<file path="src/rtl/pet_video_pkg.sv">
`default_nettype none
// ============================================================================
// Module      : pet_video_pkg
// Description : Shared widths, cell geometry and vertical phase encoding
//               for the PET text-mode CRTC.
// Revision    : 1.0 - initial release
// ============================================================================
package pet_video_pkg;

    localparam int H_W          = 8;
    localparam int V_W          = 7;
    localparam int RA_W         = 5;
    localparam int ADDR_W       = 12;
    localparam int PIX_PER_CHAR = 8;
    localparam int PIX_W        = 3;

    typedef enum logic [0:0] {
        PH_DISPLAY = 1'b0,
        PH_ADJUST  = 1'b1
    } vphase_t;

endpackage
`default_nettype wire

</file>
<file path="src/rtl/crtc_timing.sv">
`default_nettype none
// ============================================================================
// Module      : crtc_timing
// Description : Pixel/character/scanline/row counters, sync and display
//               windows, and the refresh memory address.
// Revision    : 1.0 - initial release
// ============================================================================
module crtc_timing
    import pet_video_pkg::*;
(
    input  logic              pixel_clk,
    input  logic              reset,
    input  logic [H_W-1:0]    h_char_total,
    input  logic [H_W-1:0]    h_char_displayed,
    input  logic [H_W-1:0]    h_sync_pos,
    input  logic [3:0]        h_sync_width,
    input  logic [RA_W-1:0]   v_char_height,
    input  logic [V_W-1:0]    v_char_total,
    input  logic [V_W-1:0]    v_char_displayed,
    input  logic [V_W-1:0]    v_sync_pos,
    input  logic [3:0]        v_sync_width,
    input  logic [RA_W-1:0]   v_adjust,
    output logic [PIX_W-1:0]  pix,
    output logic [3:0]        ra_lo,
    output logic [ADDR_W-1:0] ma,
    output logic              h_sync,
    output logic              h_active,
    output logic              v_sync,
    output logic              v_active,
    output logic              char_clk
);

    logic [PIX_W-1:0]  r_pix, w_pix_next;
    logic [H_W-1:0]    r_h, w_h_next, w_h_diff;
    logic [RA_W-1:0]   r_ra, w_ra_next;
    logic [V_W-1:0]    r_v, w_v_next, w_v_diff;
    logic [RA_W-1:0]   r_adj, w_adj_next;
    logic [ADDR_W-1:0] r_row_start, w_row_next;
    vphase_t           r_phase, w_phase_next;
    logic              w_char_end, w_line_end;
    logic              r_h_sync, r_h_active, r_v_sync, r_v_active, r_char_clk;
    logic              w_h_sync, w_h_active, w_v_sync, w_v_active, w_char_clk;

    always_comb begin
        w_pix_next   = r_pix + 3'd1;
        w_char_end   = (r_pix == 3'(PIX_PER_CHAR - 1));
        w_line_end   = w_char_end && (r_h == h_char_total);
        w_h_next     = r_h;
        w_ra_next    = r_ra;
        w_v_next     = r_v;
        w_adj_next   = r_adj;
        w_row_next   = r_row_start;
        w_phase_next = r_phase;

        if (w_char_end) begin
            w_h_next = w_line_end ? '0 : r_h + 8'd1;
        end

        if (w_line_end) begin
            w_ra_next = r_ra + 5'd1;
            case (r_phase)
                PH_DISPLAY: begin
                    if (r_ra == v_char_height) begin
                        w_ra_next  = '0;
                        w_row_next = r_row_start + ADDR_W'(h_char_displayed);
                        if (r_v == v_char_total) begin
                            if (v_adjust == '0) begin
                                w_v_next   = '0;
                                w_row_next = '0;
                            end else begin
                                w_phase_next = PH_ADJUST;
                                w_adj_next   = '0;
                            end
                        end else begin
                            w_v_next = r_v + 7'd1;
                        end
                    end
                end
                PH_ADJUST: begin
                    // >= so a v_adjust shrunk mid-phase still ends the frame
                    if ((r_adj + 5'd1) >= v_adjust) begin
                        w_phase_next = PH_DISPLAY;
                        w_adj_next   = '0;
                        w_ra_next    = '0;
                        w_v_next     = '0;
                        w_row_next   = '0;
                    end else begin
                        w_adj_next = r_adj + 5'd1;
                    end
                end
                default: w_phase_next = PH_DISPLAY;
            endcase
        end

        // Windows are derived from next-state counters so they move on the same edge
        w_h_diff   = w_h_next - h_sync_pos;
        w_v_diff   = w_v_next - v_sync_pos;
        w_h_active = (w_h_next < h_char_displayed);
        w_h_sync   = (w_h_diff < H_W'(h_sync_width));
        w_v_active = (w_phase_next == PH_DISPLAY) && (w_v_next < v_char_displayed);
        w_v_sync   = (w_phase_next == PH_DISPLAY) && (w_v_diff < V_W'(v_sync_width));
        w_char_clk = (w_pix_next < 3'(PIX_PER_CHAR / 2));
    end

    always_ff @(posedge pixel_clk or negedge reset) begin
        if (!reset) begin
            r_pix       <= '0;
            r_h         <= '0;
            r_ra        <= '0;
            r_v         <= '0;
            r_adj       <= '0;
            r_row_start <= '0;
            r_phase     <= PH_DISPLAY;
            r_h_sync    <= 1'b0;
            r_h_active  <= 1'b0;
            r_v_sync    <= 1'b0;
            r_v_active  <= 1'b0;
            r_char_clk  <= 1'b0;
        end else begin
            r_pix       <= w_pix_next;
            r_h         <= w_h_next;
            r_ra        <= w_ra_next;
            r_v         <= w_v_next;
            r_adj       <= w_adj_next;
            r_row_start <= w_row_next;
            r_phase     <= w_phase_next;
            r_h_sync    <= w_h_sync;
            r_h_active  <= w_h_active;
            r_v_sync    <= w_v_sync;
            r_v_active  <= w_v_active;
            r_char_clk  <= w_char_clk;
        end
    end

    assign pix      = r_pix;
    assign ra_lo    = r_ra[3:0];
    assign ma       = r_row_start + ADDR_W'(r_h);
    assign h_sync   = r_h_sync;
    assign h_active = r_h_active;
    assign v_sync   = r_v_sync;
    assign v_active = r_v_active;
    assign char_clk = r_char_clk;

endmodule
`default_nettype wire

</file>
<file path="src/rtl/pet_video_crtc.sv">
`default_nettype none
// ============================================================================
// Module      : pet_video_crtc
// Description : PET text-mode CRTC: timing core plus screen/glyph fetch
//               latches, address mux and serial pixel shifter.
// Revision    : 1.0 - initial release
// ============================================================================
module pet_video_crtc #(
    parameter int ADDR_W = 12
) (
    input  logic              pixel_clk,
    input  logic              reset,
    input  logic [7:0]        h_char_total,
    input  logic [7:0]        h_char_displayed,
    input  logic [7:0]        h_sync_pos,
    input  logic [3:0]        h_sync_width,
    input  logic [4:0]        v_char_height,
    input  logic [6:0]        v_char_total,
    input  logic [6:0]        v_char_displayed,
    input  logic [6:0]        v_sync_pos,
    input  logic [3:0]        v_sync_width,
    input  logic [4:0]        v_adjust,
    input  logic              video_ram_strobe,
    input  logic              video_rom_strobe,
    input  logic [7:0]        data_in,
    output logic [ADDR_W-1:0] addr_out,
    output logic              h_sync,
    output logic              h_active,
    output logic              v_sync,
    output logic              v_active,
    output logic              char_clk,
    output logic              video
);
    import pet_video_pkg::*;

    logic [PIX_W-1:0]                w_pix;
    logic [3:0]                      w_ra_lo;
    logic [pet_video_pkg::ADDR_W-1:0] w_ma;
    logic                            w_char_end;
    logic [ADDR_W-1:0]               r_addr;
    logic [7:0]                      r_char_code, r_glyph, r_shift, w_shift_next;
    logic                            r_hd, r_vd, w_hd_next, w_vd_next, r_video;

    crtc_timing u_timing (
        .pixel_clk        (pixel_clk),
        .reset            (reset),
        .h_char_total     (h_char_total),
        .h_char_displayed (h_char_displayed),
        .h_sync_pos       (h_sync_pos),
        .h_sync_width     (h_sync_width),
        .v_char_height    (v_char_height),
        .v_char_total     (v_char_total),
        .v_char_displayed (v_char_displayed),
        .v_sync_pos       (v_sync_pos),
        .v_sync_width     (v_sync_width),
        .v_adjust         (v_adjust),
        .pix              (w_pix),
        .ra_lo            (w_ra_lo),
        .ma               (w_ma),
        .h_sync           (h_sync),
        .h_active         (h_active),
        .v_sync           (v_sync),
        .v_active         (v_active),
        .char_clk         (char_clk)
    );

    // The shifter displays the previous cell's glyph, so the windows lag by one cell too
    always_comb begin
        w_char_end   = (w_pix == 3'(PIX_PER_CHAR - 1));
        w_shift_next = {r_shift[6:0], 1'b0};
        w_hd_next    = r_hd;
        w_vd_next    = r_vd;
        if (w_char_end) begin
            w_shift_next = r_glyph;
            w_hd_next    = h_active;
            w_vd_next    = v_active;
        end
    end

    always_ff @(posedge pixel_clk or negedge reset) begin
        if (!reset) begin
            r_addr      <= '0;
            r_char_code <= '0;
            r_glyph     <= '0;
            r_shift     <= '0;
            r_hd        <= 1'b0;
            r_vd        <= 1'b0;
            r_video     <= 1'b0;
        end else begin
            if (video_ram_strobe) begin
                r_addr      <= ADDR_W'(w_ma);
                r_char_code <= data_in;
            end else if (video_rom_strobe) begin
                r_addr  <= ADDR_W'({r_char_code, w_ra_lo});
                r_glyph <= data_in;
            end
            r_shift <= w_shift_next;
            r_hd    <= w_hd_next;
            r_vd    <= w_vd_next;
            r_video <= w_shift_next[7] & w_hd_next & w_vd_next;
        end
    end

    assign addr_out = r_addr;
    assign video    = r_video;

endmodule
`default_nettype wire

</file>
<file path="config.mk">
export PLATFORM = sky130hd
export DESIGN_NAME = pet_video_crtc
export DESIGN_NICKNAME = d
export VERILOG_FILES = /design/src/rtl/pet_video_pkg.sv /design/src/rtl/crtc_timing.sv /design/src/rtl/pet_video_crtc.sv
export SDC_FILE = /design/constraint.sdc
export NUM_CORES = 1
export LEC_CHECK = 0
export ABC_AREA = 1
export CORE_ASPECT_RATIO = 1.25
export CORE_MARGIN = 2
export CORE_UTILIZATION = 50
export DETAILED_ROUTE_END_ITERATION = 10
export PLACE_DENSITY_LB_ADDON = 0.08
export SYNTH_ARGS = -nofsm -noshare
export SYNTH_HDL_FRONTEND = slang
export SYNTH_SLANG_ARGS = --single-unit
</file>
<file path="constraint.sdc">
create_clock -name pixel_clk -period 3.9 [get_ports pixel_clk]
set_input_delay 1.17 -clock pixel_clk [delete_from_list [all_inputs] [get_ports pixel_clk]]
set_output_delay 1.17 -clock pixel_clk [all_outputs]
set_load 0.02 [all_outputs]
</file>
======== Word level (Yosys, flattened, before mapping) ========
Index checks and enable logic that the tools add are counted.
W data, S select, Z words.
word-level totals
  output and inout bits ................... 18
  RAM bits ................................ 0
  bits in latches ......................... 0
  bits of input ports ..................... 75
  logic and storage cells ................. 87
  memories kept ........................... 0
  bits in registers ....................... 84
  bits in read-only memories .............. 0
cells by class
  magnitude comparators ................... 6
  bitwise gates (word level) .............. 5
  muxes and demuxes ....................... 32
  eq/ne operators ......................... 8
  reductions and logical operators ........ 8
  div/mod/pow operators ................... 0
  $add $sub $neg .......................... 9
  multiply operators ...................... 0
  shifts and indexed selects .............. 0
operators by type and width
  kind                   number
  $mux W12               6
  $mux W7                5
  $mux W5                6
  $add A12 B8 Y12        2
  $mux W8                3
  $pmux W12 S2           1
  $pmux W5 S2            2
  $pmux W7 S2            1
  $add A5 B1 Y5 const B  2
  $add A8 B1 Y8 const B  1
  $eq A8 B8 Y1           1
  $lt A8 B4 Y1           1
  $lt A8 B8 Y1           1
  $sub A8 B8 Y8          1
  $add A7 B1 Y7 const B  1
  $eq A7 B7 Y1           1
  $lt A7 B4 Y1           1
  $lt A7 B7 Y1           1
  $mux W1                7
  $sub A7 B7 Y7          1
  $eq A5 B5 Y1           1
  $ge A5 B5 Y1           1
  $logic_not A5 Y1       1
  $ne A2 B1 Y1 const B   2
  12 further kinds       18

======== Longest topological paths before layout ========
  depth in word-level cells ............... 9
  depth in mapped cells ................... 24
  mapped depth without buffers ............ 24

======== Cells and area by module ========
A second synthesis with hierarchy kept.
unflattened totals
  cells, all modules ...................... 809
  area, all modules ....................... 6,213.5 µm²
modules (own cells, without submodules)
  module          cells an instance  area an instance (µm²)  times used
  crtc_timing     648                4,647.0                 1
  pet_video_crtc  161                1,566.5                 1

======== Worst setup path before layout ========
Ideal clock, no wire load.
  kind .................................... in2reg
  from .................................... input port v_adjust[4]
  to ...................................... register u_timing.r_v_sync, in the netlist u_timing.v_sync
  path buffers ............................ 0
  library setup time ...................... 0.073 ns
  required time ........................... 3.827 ns
  data arrival time ....................... 3.933 ns
  path slack .............................. -0.106 ns
  cell stages on the path ................. 21
  cells stage by stage .................... inv_1 ha_1 nand2_1 or3_1 nand4_2 nand2_4 clkinv_2 nand2_2 a22oi_2 inv_2 ha_1 nand2_1 o21ai_0 xnor2_1 inv_1 ha_1 nand2_1 nand3b_1 nor3_1 nand2_1 a21oi_2
between the ends
  longest elaborated chain between the ends .. 9
  elaborated cells between the ends (all ways) .. 18
ends and longest elaborated chain
  item                                                  line                  RTL
  start, declared                                       pet_video_crtc.sv:22  input logic [4:0] v_adjust,
  branches (longest 4 deep; another with $ge A5 B5 Y1)  -
  $pmux W7 S2 *                                         crtc_timing.sv:61     case (r_phase)
  $mux W7 *                                             crtc_timing.sv:59     if (w_line_end) begin
  net u_timing.w_v_next[1]                              crtc_timing.sv:36     logic [V_W-1:0] r_v, w_v_next, w_v_diff;
  $sub A7 B7 Y7 *                                       crtc_timing.sv:97     w_v_diff = w_v_next - v_sync_pos;
  $lt A7 B4 Y1 *                                        crtc_timing.sv:101    w_v_sync = (w_phase_next == PH_DISPLAY) && (w_v_diff < V_W'(v_sync_width));
  $logic_and A1 B1 Y1 *                                 crtc_timing.sv:101
  net u_timing.w_v_sync                                 crtc_timing.sv:42     logic w_h_sync, w_h_active, w_v_sync, w_v_active, w_char_clk;
  end signal, assigned                                  crtc_timing.sv:129    r_v_sync <= w_v_sync;
  end, declared                                         crtc_timing.sv:41     logic r_h_sync, r_h_active, r_v_sync, r_v_active, r_char_clk;
Mark *: on every way through the listed nets, which the timed path passes.
A chain may end at the register's enable or synchronous reset.

======== Worst setup path after layout ========
  from .................................... input port v_adjust[0]
  to ...................................... register u_timing.r_v_sync, in the netlist u_timing.v_sync
between the ends
  longest elaborated chain between the ends .. 9
  elaborated cells between the ends (all ways) .. 18
ends and longest elaborated chain
  item                                                   line
  branches (longest 8 deep; another with $sub A7 B7 Y7)  -
  $logic_and A1 B1 Y1 *                                  crtc_timing.sv:101
  net u_timing.w_v_sync                                  crtc_timing.sv:42
Marks and branches as above.

==> impl_metrics.env <==
export IMPL_status="complete, no violations"
export IMPL_portBuffers=92
export IMPL_cts_htree_levels=3
export IMPL_ys_types=56
export IMPL_tightest_slew_ps=1100
export IMPL_fp_dieH_um=126
export IMPL_final_nets=1052
export IMPL_p_leak_uw=0.00421
export IMPL_drv_cap=0
export IMPL_syn_nets=902
export IMPL_worst_endpoint_required_ps=4180
export IMPL_cp_start_kind="input port"
export IMPL_worstHoldStart="u_timing.pix[0]$_DFF_PN0_"
export IMPL_initial_core_util_pct=51.5
export IMPL_hold_viol=0
export IMPL_r2r_start="u_timing.r_adj[0]$_DFFE_PN0P_"
export IMPL_dpl_hpwl_um=11500
export IMPL_reg2reg_to="u_timing.v_sync$_DFF_PN0_"
export IMPL_ys_seq_area_share_pct=35.2
export IMPL_ys_ff_latch=84
export IMPL_timing_slew_headroom_pct=26.8
export IMPL_drive_gt1_share_pct=21.1
export IMPL_synthFlopType="dfrtp_1"
export IMPL_ys_async_sr_fraction_pct=100
export IMPL_grt_pass1_vias=5594
export IMPL_arrival_ps=4070
export IMPL_core_sq_um=11600
export IMPL_cts_buffers_inserted=9
export IMPL_clock_sinks=84
export IMPL_worstHoldPathType="register to register"
export IMPL_critPathSlowestCell="fa_2"
export IMPL_grt_max_degree=85
export IMPL_clock_root_buffer="clkbuf_16"
export IMPL_cts_tree="done"
export IMPL_clockBufferDepth=2
export IMPL_finish_instance_area_sq_um=8180
export IMPL_r2r_slack_ps=150
export IMPL_clkTransAtPathRegs_ps=60
export IMPL_place_area_sq_um=7360
export IMPL_postSynthAreaPerCell_sq_um=7.83
export IMPL_max_stage_delay_ps=390
export IMPL_timing_final_crit_period_ps=3790
export IMPL_netlist_area_sq_um=5980
export IMPL_power_density_nw_per_um2=277
export IMPL_irDropWorstVdd_mv=0.186
export IMPL_grt_pass1_wl_um=24800
export IMPL_drt_iter0_markers=190
export IMPL_area_growth_syn_to_layout_pct=36.7
export IMPL_n_antenna_cell=0
export IMPL_grt_util_all_layers_pct=24.2
export IMPL_ant_nets=0
export IMPL_min_to="u_timing.pix[0]$_DFF_PN0_"
export IMPL_ios=93
export IMPL_slew_viol_final=0
export IMPL_finalCritPeriodShare_pct=97.1
export IMPL_wl_per_cell_um=14.4
export IMPL_rr_worst_depth=24
export IMPL_min_path_cells=1
export IMPL_power_uw=2270
export IMPL_path_class="input port to register"
export IMPL_end_kind="register"
export IMPL_antenna_found_initial=0
export IMPL_skew_ps=9.28
export IMPL_cp_cell_sequence="dlygate4sd2_1, ha_1, nand2_1, inv_1, nand4_1, nand4_4, nand2_4, clkinv_4, nand2_2, a22oi_2, buf_4, fa_2, xnor2_2, ha_1, a21oi_2, nand2_1, nand2_1, nand3b_1, nor3_2, nand2_1, a21oi_2"
export IMPL_worst_path_most_repeated_cell="nand2_1"
export IMPL_fp_row_count=44
export IMPL_grt_overflow=0
export IMPL_clk_latency_ps=350
export IMPL_max_freq_mhz=264
export IMPL_gp_congestion=0.884
export IMPL_avgViaCountPerCell=5.22
export IMPL_route_detailed_drc=0
export IMPL_cp_max_fo=3
export IMPL_setup_viol=0
export IMPL_netlist_instances=764
export IMPL_synth_edf_count=0
export IMPL_vias=5636
export IMPL_wl_um=15500
export IMPL_design_die_area_sq_um=12900
export IMPL_firstDrtPassIters=5
export IMPL_die_w_um=102
export IMPL_yosys_warnings=0
[cells in the mapped netlist, types with 8 or more instances]
| master | instances | area (sq um) |
|---|---|---|
| dfrtp_1 | 84 | 2100 |
| nor3_1 | 8 | 40.0 |
| nand2_1 | 191 | 717 |
| nand3_1 | 36 | 180 |
| xor2_1 | 15 | 131 |
| clkbuf_1 | 10 | 37.5 |
| ha_1 | 59 | 738 |
| o21ai_0 | 54 | 270 |
| inv_2 | 9 | 33.8 |
| o21ai_1 | 8 | 40.0 |
| a21oi_1 | 45 | 225 |
| nor2_1 | 27 | 101 |
| inv_1 | 111 | 417 |
| xnor2_1 | 15 | 131 |
[cell type report]
cell class	count	area, sq um
inverters	123	474
clock buffers	9	225
well taps	161	201
flip-flops and latches	84	2100
multi-input cells	542	3710
repair buffers	154	1380
clock inverters	7	88.8
fillers	940	3440
[timing repair]
action                                  CTS  global route
resized for setup                        40            78
endpoints found under the setup margin    2             2
setup buffers                             6            13
pin swaps                                26            55
hold buffers                              0             0
[worst max-delay path by stage]
stage / depth (start not counted) / to / from / slack (ps)
after floorplan: 21 / u_timing.v_sync$_DFF_PN0_ / v_adjust[4] / 3
after global placement: 19 / u_timing.v_sync$_DFF_PN0_ / v_adjust[4] / -600
after detailed placement: 19 / u_timing.v_sync$_DFF_PN0_ / v_adjust[4] / -710
after CTS: 22 / u_timing.v_sync$_DFF_PN0_ / h_char_total[7] / 7
after global routing: 23 / u_timing.v_sync$_DFF_PN0_ / u_timing.r_adj[1]$_DFFE_PN0P_ / -80
final: 21 / u_timing.v_sync$_DFF_PN0_ / v_adjust[0] / 110
[logic make-up after synthesis]
| family | count (synthesis) | synth area share, % |
|---|---|---|
| simple gates | 305 | 23.6 |
| flops | 84 | 35.2 |
| fa+ha+maj | 63 | 13.7 |
| compound gates | 144 | 14.0 |
| buf+inv | 138 | 9.17 |
| xor+xnor | 30 | 4.39 |
[state kept, by name, indices dropped and copies added, names as in the netlist, 5 cells and up]
register and flops:
u_timing.r_v 7, addr_out 12, r_char_code 8, u_timing.r_h 8, u_timing.r_row_start 12, r_glyph 8
r_shift 7, u_timing.r_ra 5, u_timing.r_adj 5
[through the flow]
| step | worst slack (ps) | util, % | instances | setup TNS [ps] | hold WS (ps) |
|---|---|---|---|---|---|
| final | 111 | 70.4 | 1080 | 0 | 432 |
| after CTS | 6.88 | 67.3 | 1067 | 0 | 436 |
| after detailed placement | -714 | 63.3 | 1046 | -1520 | 419 |
| after global routing | -82.8 | 70.4 | 1080 | -82.8 | 450 |
| after floorplan | 2.50 | - | 764 | 0 | 401 |
| after global placement | -600 | 63.3 | 1046 | -1300 | 413 |
[critical path, delay by kind of cell]
family	cells	cell delay, ps
xor gates and xnor gates	1	150
adders and majority gates	3	970
and+or+nand+nor	10	960
AOI/OAI and AO/OA	3	330
buffers and inverters	4	510
[layer usage]
metal | global-route usage [%] | up-vias | share of wire (%) | wire length [um]
li1 | - | 2792 | - | -
met3 | 3.55 | 25 | 4.3 | 673
met1 | 28.3 | 2691 | 40 | 6230
met2 | 44.0 | 128 | 53 | 8260
met4 | 8.78 | 0 | 2.4 | 368
met5 | 0 | - | 0 | 0
[power breakdown]
group	total [uW]	internal, uW	leakage, uW	switching [uW]
Combinational	403	198	0.00304	206
Clock	924	515	0.000152	409
Sequential	940	914	0.00102	25.9
[layout by cell type, fill, tap and decap left out, types with 5 or more instances in the layout]
cell and instances:
nand3b_1 5, clkbuf_16 9, nand2_1 180, xor2_1 12, o21ai_0 49, inv_1 103
ha_4 10, nor2_1 27, a21oi_1 38, nand2_2 16, o211ai_1 7, ha_1 49
o21ai_2 8, clkbuf_2 8, inv_2 17, dfrtp_1 84, buf_4 62, xnor2_1 11
nor3_1 7, nand3_1 33, o21ai_1 10, dlymetal6s2s_1 13, a21oi_2 10, clkdlybuf4s50_1 66
Note: power is estimated with default switching activity, not from simulation.
